`config.mk`:
```
export PLATFORM = sky130hd
export DESIGN_NAME = conv3x3_window_feeder
export DESIGN_NICKNAME = d
export VERILOG_FILES = /design/src/rtl/conv3x3_window_feeder.sv
export SDC_FILE = /design/constraint.sdc
export NUM_CORES = 1
export LEC_CHECK = 0
export CORE_UTILIZATION = 45
export DETAILED_ROUTE_END_ITERATION = 10
export DONT_BUFFER_PORTS = 1
export PLACE_DENSITY_LB_ADDON = 0.15
export RECOVER_POWER = 100
export SETUP_SLACK_MARGIN = 0.05
export SYNTH_ARGS = -nofsm -noshare
export SYNTH_HDL_FRONTEND = slang
export SYNTH_SLANG_ARGS = --single-unit
```
`constraint.sdc`:
```
create_clock -name i_clk -period 9 [get_ports i_clk]
set_input_delay 1.35 -clock i_clk [delete_from_list [all_inputs] [get_ports i_clk]]
set_output_delay 1.35 -clock i_clk [all_outputs]
set_load 0.01 [all_outputs]
```
`src/rtl/conv3x3_window_feeder.sv`:
```
// Source-side sequencer for the 3x3 conv PE chain: buffers a raster pixel stream in a
// 3-row circular line memory and serializes each complete window as 9 (pixel, weight) taps.
module conv3x3_window_feeder #(
  parameter int unsigned X_BW  = 8,
  parameter int unsigned W_BW  = 8,
  parameter int unsigned IMG_W = 8,
  parameter int unsigned IMG_H = 8
) (
  input  logic            i_clk,
  input  logic            i_rst_n,
  input  logic            i_pix_valid,
  input  logic [X_BW-1:0] i_pix,
  output logic            o_pix_ready,
  input  logic            i_w_we,
  input  logic [3:0]      i_w_addr,
  input  logic [W_BW-1:0] i_w_data,
  output logic [X_BW-1:0] o_x,
  output logic [W_BW-1:0] o_w,
  output logic            o_tap_valid,
  output logic            o_tap_first,
  output logic            o_tap_last,
  output logic            o_frame_done,
  output logic            o_busy
);

  localparam int unsigned CW = $clog2(IMG_W);
  localparam int unsigned RW = $clog2(IMG_H);

  typedef enum logic [0:0] {StAccept, StIssue} state_e;

  state_e          state_q, state_d;
  logic [CW-1:0]   col_q, col_d, tcol_q, tcol_d;
  logic [RW-1:0]   row_q, row_d;
  logic [1:0]      lrow_q, lrow_d, trow_q, trow_d;
  logic [3:0]      k_q, k_d;
  logic            done_pend_q, done_pend_d;
  logic [W_BW-1:0] kern_q [9];
  logic [W_BW-1:0] kern_d [9];
  logic [X_BW-1:0] line_q [3][IMG_W];

  logic [X_BW-1:0] x_q, x_d;
  logic [W_BW-1:0] w_q, w_d;
  logic            valid_q, valid_d, first_q, first_d, last_q, last_d, fdone_q, fdone_d;

  logic            accept, trigger, kern_we, last_row, last_col;
  logic [3:0]      tap_k;
  logic [1:0]      tap_r, tap_c, base_lrow, src_row;
  logic [2:0]      rsum;
  logic [CW-1:0]   base_col, src_col;
  logic [X_BW-1:0] tap_x;
  logic [W_BW-1:0] tap_w;

  assign o_pix_ready = (state_q == StAccept);
  assign o_busy      = (state_q == StIssue);
  assign accept      = i_pix_valid && (state_q == StAccept);
  assign last_row    = (row_q == RW'(IMG_H - 1));
  assign last_col    = (col_q == CW'(IMG_W - 1));
  assign trigger     = accept && (row_q >= RW'(2)) && (col_q >= CW'(2));
  assign kern_we     = (state_q == StAccept) && i_w_we && (i_w_addr <= 4'd8);

  // Next kernel state; the tap weight reads from it so a same-cycle write reaches the window.
  always_comb begin
    for (int i = 0; i < 9; i++) begin
      kern_d[i] = kern_q[i];
      if (kern_we && (i_w_addr == 4'(i))) kern_d[i] = i_w_data;
    end
  end

  // Tap source: tap 0 is fetched at the trigger edge from live coordinates, later taps
  // from the latched ones. Row (R-2+r) mod 3 is (R mod 3 + 1 + r) mod 3.
  always_comb begin
    tap_k     = (state_q == StAccept) ? 4'd0 : k_q;
    base_lrow = (state_q == StAccept) ? lrow_q : trow_q;
    base_col  = (state_q == StAccept) ? col_q : tcol_q;
    unique case (tap_k)
      4'd0:    begin tap_r = 2'd0; tap_c = 2'd0; end
      4'd1:    begin tap_r = 2'd0; tap_c = 2'd1; end
      4'd2:    begin tap_r = 2'd0; tap_c = 2'd2; end
      4'd3:    begin tap_r = 2'd1; tap_c = 2'd0; end
      4'd4:    begin tap_r = 2'd1; tap_c = 2'd1; end
      4'd5:    begin tap_r = 2'd1; tap_c = 2'd2; end
      4'd6:    begin tap_r = 2'd2; tap_c = 2'd0; end
      4'd7:    begin tap_r = 2'd2; tap_c = 2'd1; end
      4'd8:    begin tap_r = 2'd2; tap_c = 2'd2; end
      default: begin tap_r = 2'd0; tap_c = 2'd0; end
    endcase
    rsum    = 3'(base_lrow) + 3'd1 + 3'(tap_r);
    src_row = (rsum >= 3'd3) ? 2'(rsum - 3'd3) : rsum[1:0];
    src_col = base_col - CW'(2) + CW'(tap_c);
    tap_x   = line_q[src_row][src_col];
    tap_w   = '0;
    for (int i = 0; i < 9; i++) begin
      if (tap_k == 4'(i)) tap_w = kern_d[i];
    end
  end

  always_comb begin
    state_d     = state_q;
    col_d       = col_q;
    row_d       = row_q;
    lrow_d      = lrow_q;
    tcol_d      = tcol_q;
    trow_d      = trow_q;
    k_d         = k_q;
    done_pend_d = done_pend_q;
    x_d         = '0;
    w_d         = '0;
    valid_d     = 1'b0;
    first_d     = 1'b0;
    last_d      = 1'b0;
    fdone_d     = 1'b0;
    unique case (state_q)
      StAccept: begin
        if (accept) begin
          if (last_col) begin
            col_d = '0;
            if (last_row) begin
              row_d  = '0;
              lrow_d = 2'd0;
            end else begin
              row_d  = row_q + RW'(1);
              lrow_d = (lrow_q == 2'd2) ? 2'd0 : lrow_q + 2'd1;
            end
          end else begin
            col_d = col_q + CW'(1);
          end
        end
        if (trigger) begin
          state_d     = StIssue;
          trow_d      = lrow_q;
          tcol_d      = col_q;
          done_pend_d = last_row && last_col;
          k_d         = 4'd1;
          x_d         = tap_x;
          w_d         = tap_w;
          valid_d     = 1'b1;
          first_d     = 1'b1;
        end
      end
      StIssue: begin
        // k_q == 9 is the drain cycle that shows tap 8 while returning to accept.
        if (k_q <= 4'd8) begin
          x_d     = tap_x;
          w_d     = tap_w;
          valid_d = 1'b1;
          last_d  = (k_q == 4'd8);
          fdone_d = (k_q == 4'd8) && done_pend_q;
          k_d     = k_q + 4'd1;
        end else begin
          state_d = StAccept;
          k_d     = 4'd0;
        end
      end
      default: state_d = StAccept;
    endcase
  end

  always_ff @(posedge i_clk) begin
    if (!i_rst_n) begin
      state_q     <= StAccept;
      col_q       <= '0;
      row_q       <= '0;
      lrow_q      <= 2'd0;
      tcol_q      <= '0;
      trow_q      <= 2'd0;
      k_q         <= 4'd0;
      done_pend_q <= 1'b0;
      x_q         <= '0;
      w_q         <= '0;
      valid_q     <= 1'b0;
      first_q     <= 1'b0;
      last_q      <= 1'b0;
      fdone_q     <= 1'b0;
      for (int i = 0; i < 9; i++) kern_q[i] <= '0;
    end else begin
      state_q     <= state_d;
      col_q       <= col_d;
      row_q       <= row_d;
      lrow_q      <= lrow_d;
      tcol_q      <= tcol_d;
      trow_q      <= trow_d;
      k_q         <= k_d;
      done_pend_q <= done_pend_d;
      x_q         <= x_d;
      w_q         <= w_d;
      valid_q     <= valid_d;
      first_q     <= first_d;
      last_q      <= last_d;
      fdone_q     <= fdone_d;
      for (int i = 0; i < 9; i++) kern_q[i] <= kern_d[i];
    end
  end

  // Line memory contents are don't-care after reset, so it carries no reset.
  always_ff @(posedge i_clk) begin
    if (i_rst_n && accept) line_q[lrow_q][col_q] <= i_pix;
  end

  assign o_x          = x_q;
  assign o_w          = w_q;
  assign o_tap_valid  = valid_q;
  assign o_tap_first  = first_q;
  assign o_tap_last   = last_q;
  assign o_frame_done = fdone_q;

endmodule
```
==> impl_metrics.csv <==
group,metric,value,unit
routing,num_vias,7228,
clocking,ctsHoldBuffers,0,
setup_path,critical_path_peak_fanout,35,
setup_path,cp_data_required_time,9.38,ns
clocking,clock_tree.htree_level_count,2,
routing,route.antenna.remaining_nets,0,
timing,unrepaired_setup_endpoints_after_global_routing,"false",
clocking,cts-root-to-sink-buffers,3,
setup_path,worst-r2r-cell-count,17,
placed_design,dp_hpwl,19.04,mm
clocking,postCtsSetupBuffers,0,
global_routing,initial_antenna_violation_count,0,
synth,synth_top_cell_area_share,45.41,%
timing,period_share,61.46,%
floorplanning,die_y,170.0,um
setup_path,crit-reg2reg-launch,"o_tap_valid",
setup_path,worstSetupPathType,"reg2reg",
run,drv_cap,0,
synth,synthesis.yosys.warnings,0,
clocking,cts_tree,"built",
synth,synth-seq-area-share,62.75,%
synth,synth.top_cells.by_area,"edfxtp_1, dfxtp_1, mux2i_1",
timing,slew_at_the_pin_closest_to_its_max_slew_limit,1.284,ns
cells_and_area,post_route_cells_drive_above_1_share,12.01,%
timing,final.setup_skew,0.01525,ns
floorplanning,die_width,170.0,um
synth,post_synth_instance_area,0.01270,mm2
timing,setup_viol_count_final,0,
synth,synth_async_sr_flop_share,0,%
routing,drt_iter0_drc,557,
clocking,clkSlewWorstSetupHoldPaths,0.06,ns
clocking,post_cts_resize_count,0,
floorplanning,rows,61,
routing,drt_pass1_iterations,5,
setup_path,reg2reg_to,"o_x[0]",
placed_design,gpl_wtd_cong,0.7890,
routing,detail_route.drc_violations,0,
global_routing,pin_count_of_the_biggest_net_entering_global_routing,95,
global_routing,met2_usage,33.04,%
timing,final_hold_viol_count,0,
global_routing,globalRouteMet1Util,28.06,%
cells_and_area,layout.nets,915,
setup_path,cp_data_arrival_time,5.91,ns
floorplanning,i_o_pin_count,46,
pwr,irDropWorstVdd,0.0001008,V
synth,synth-main-ff-cell,"edfxtp_1",
routing,routed_via_density,5.660,
clocking,clkSinkCount,302,
min_path,hold_path_startpoint,"done_pend_q",
cells_and_area,area_growth_syn_to_layout,9.509,%
placed_design,dpl_worst_slack,4.448,ns
min_path,hold_end,"o_frame_done",
min_path,hold_class,"reg2reg",
pwr,power.density_cell_area,204.0,mW/mm2
setup_path,crit_path_end_kind,"register",
synth,netlist.top_cell.by_area,"edfxtp_1",
global_routing,global_route.overflow_total,0,
pwr,total_leakage_power,4.590,nW
timing,slew_viol_final,0,
setup_path,crit_start,"o_tap_valid",
routing,finalWirelength,28.77,mm
synth,ys_top_cells_by_count,"edfxtp_1, dfxtp_1, mux2i_1",
floorplanning,die_area,0.02889,mm2
global_routing,busiest_layer,"met2",
global_routing,via_count_of_the_first_global_routing_pass,7399,
synth,synth_seq_cells,302,
global_routing,met3_usage,4.419,%
clocking,clock_tree.root_cell,"clkbuf_16",
synth,yosysMostFrequentCell,"edfxtp_1",
floorplanning,core_region_area,0.02778,mm2
cells_and_area,num_antenna_cells,0,
synth,synth.distinct_cells,62,
synth,synthesis.instances,886,
global_routing,grt.total_usage,20.54,%
timing,tns,0,ns
routing,avgRoutedWirePerCell,22.53,um
setup_path,rrSetupSlack,3.47,ns
outcome,outcome,"completed",
timing,final.setup.worst_slack,3.469,ns
timing,headroom_to_the_max_slew_limit,14.43,%
timing,min_period,5.531,ns
clocking,clkLatencyLatePin,0.51,ns
global_routing,wire_length_of_the_first_global_routing_pass,44.04,mm
synth,synth_edf_count,192,
timing,max_freq,180.8,MHz
floorplanning,initial_utilization,45.70,%
placed_design,placement.io_buffers,0,
setup_path,worstSetupStartpointType,"register",
clocking,cts_buffers,34,
min_path,hold-path-cell-count,1,
synth,synthesis.area_per_instance,14.33,um2
synth,synth_fp_nets,927,
==> sequential cells by signal (all words and copies together), names as in the netlist <==
signal        count
line_q          192
kern_q           72
o_w               8
o_x               8
k_q               4
col_q             3
row_q             3
tcol_q            3
lrow_q            2
trow_q            2
done_pend_q       1
o_frame_done      1
o_tap_first       1
o_tap_last        1
o_tap_valid       1
==> per-stage QoR <==
| step | power (mW) | std cells | utilization, % | hold slack [ns] | cell area, um2 |
|---|---|---|---|---|---|
| 6_report | 2.837 | 1277 | 50.05 | 0.4801 | 13900 |
| 5_1_grt | 2.927 | 1277 | 50.05 | 0.5096 | 13900 |
| 4_1_cts | 2.868 | 1277 | 50.37 | 0.5029 | 13990 |
| 3_5_place_dp | 1.602 | 1216 | 46.69 | 0.5019 | 12970 |
| 3_3_place_gp | 1.600 | 1216 | 46.69 | 0.4859 | 12970 |
| 2_1_floorplan | 1.590 | 886 | - | 0.4229 | 12700 |
==> worst max-delay path by stage <==
stage / endpoint / slack (ns) / cells past startpoint
after floorplan: o_x[5] / 4.88 / 18
after global placement: o_x[5] / 4.52 / 17
after detailed placement: o_x[1] / 4.45 / 18
after CTS: o_x[1] / 4.39 / 17
after global routing: o_x[5] / 2.98 / 17
final: o_x[0] / 3.47 / 17
==> power breakdown <==
| group | internal (mW) | switching (mW) | leakage [nW] |
|---|---|---|---|
| combinational | 0.0419 | 0.0433 | 1.47 |
| clock | 0.740 | 0.529 | 0.501 |
| sequential | 1.48 | 0.00371 | 2.62 |
| total | 2.26 | 0.576 | 4.59 |
==> area by class of cell <==
class,count,area (um2)
clock buffer,46,905.9
inverter,13,48.80
fill,2393,13880
clock inverter,15,116.4
multi-input combinational,519,4367
timing repair buffer,4,26.28
tap,378,473.0
sequential,302,7968
==> metal layers <==
metal,vias up,wire length (um)
met3,38,2246
met4,0,485
li1,3292,-
met1,3652,12370
met2,246,13660
met5,-,0
==> placed cells by master (no fill, tap or decap), types with 4 or more instances in the layout <==
master and count:
mux2i_1 105, o22a_1 8, inv_1 10, and2_1 5
mux4_2 46, dfxtp_1 110, o21ai_1 4, o211ai_1 8
ha_1 14, nor2b_1 94, clkinv_1 6, edfxtp_1 192
clkinv_2 5, nand2_1 40, clkbuf_1 12, nor4_1 8
o22ai_1 22, nor3_1 8, clkbuf_16 34, nand3_1 9
o21ai_0 21, nor2_1 56, a221oi_1 7, a21oi_1 21
==> kinds of logic after synthesis <==
group / count (synthesis) / share of synthesized area (%)
xor+xnor: 2 / 0.3450
mux: 154 / 16.88
fa+ha+maj: 17 / 1.734
flops: 302 / 62.75
simple gates: 242 / 10.75
compound gates: 104 / 5.321
buf+inv: 65 / 2.217
==> critical path, cell delays in order, from the launching register on <==
cell      delay (ns)
dfxtp_1         0.30
clkbuf_1        0.93
nand2_1         0.31
inv_1           0.17
ha_1            0.27
nor2b_1         0.22
a21oi_1         0.07
ha_1            0.20
fa_1            0.58
inv_1           0.05
ha_1            0.19
nor2b_1         0.30
mux2i_4         0.27
buf_4           0.47
mux4_2          0.38
mux2i_1         0.38
o22a_1          0.20
o21ai_0         0.07
No activity file was read; power rests on OpenSTA's default activity.
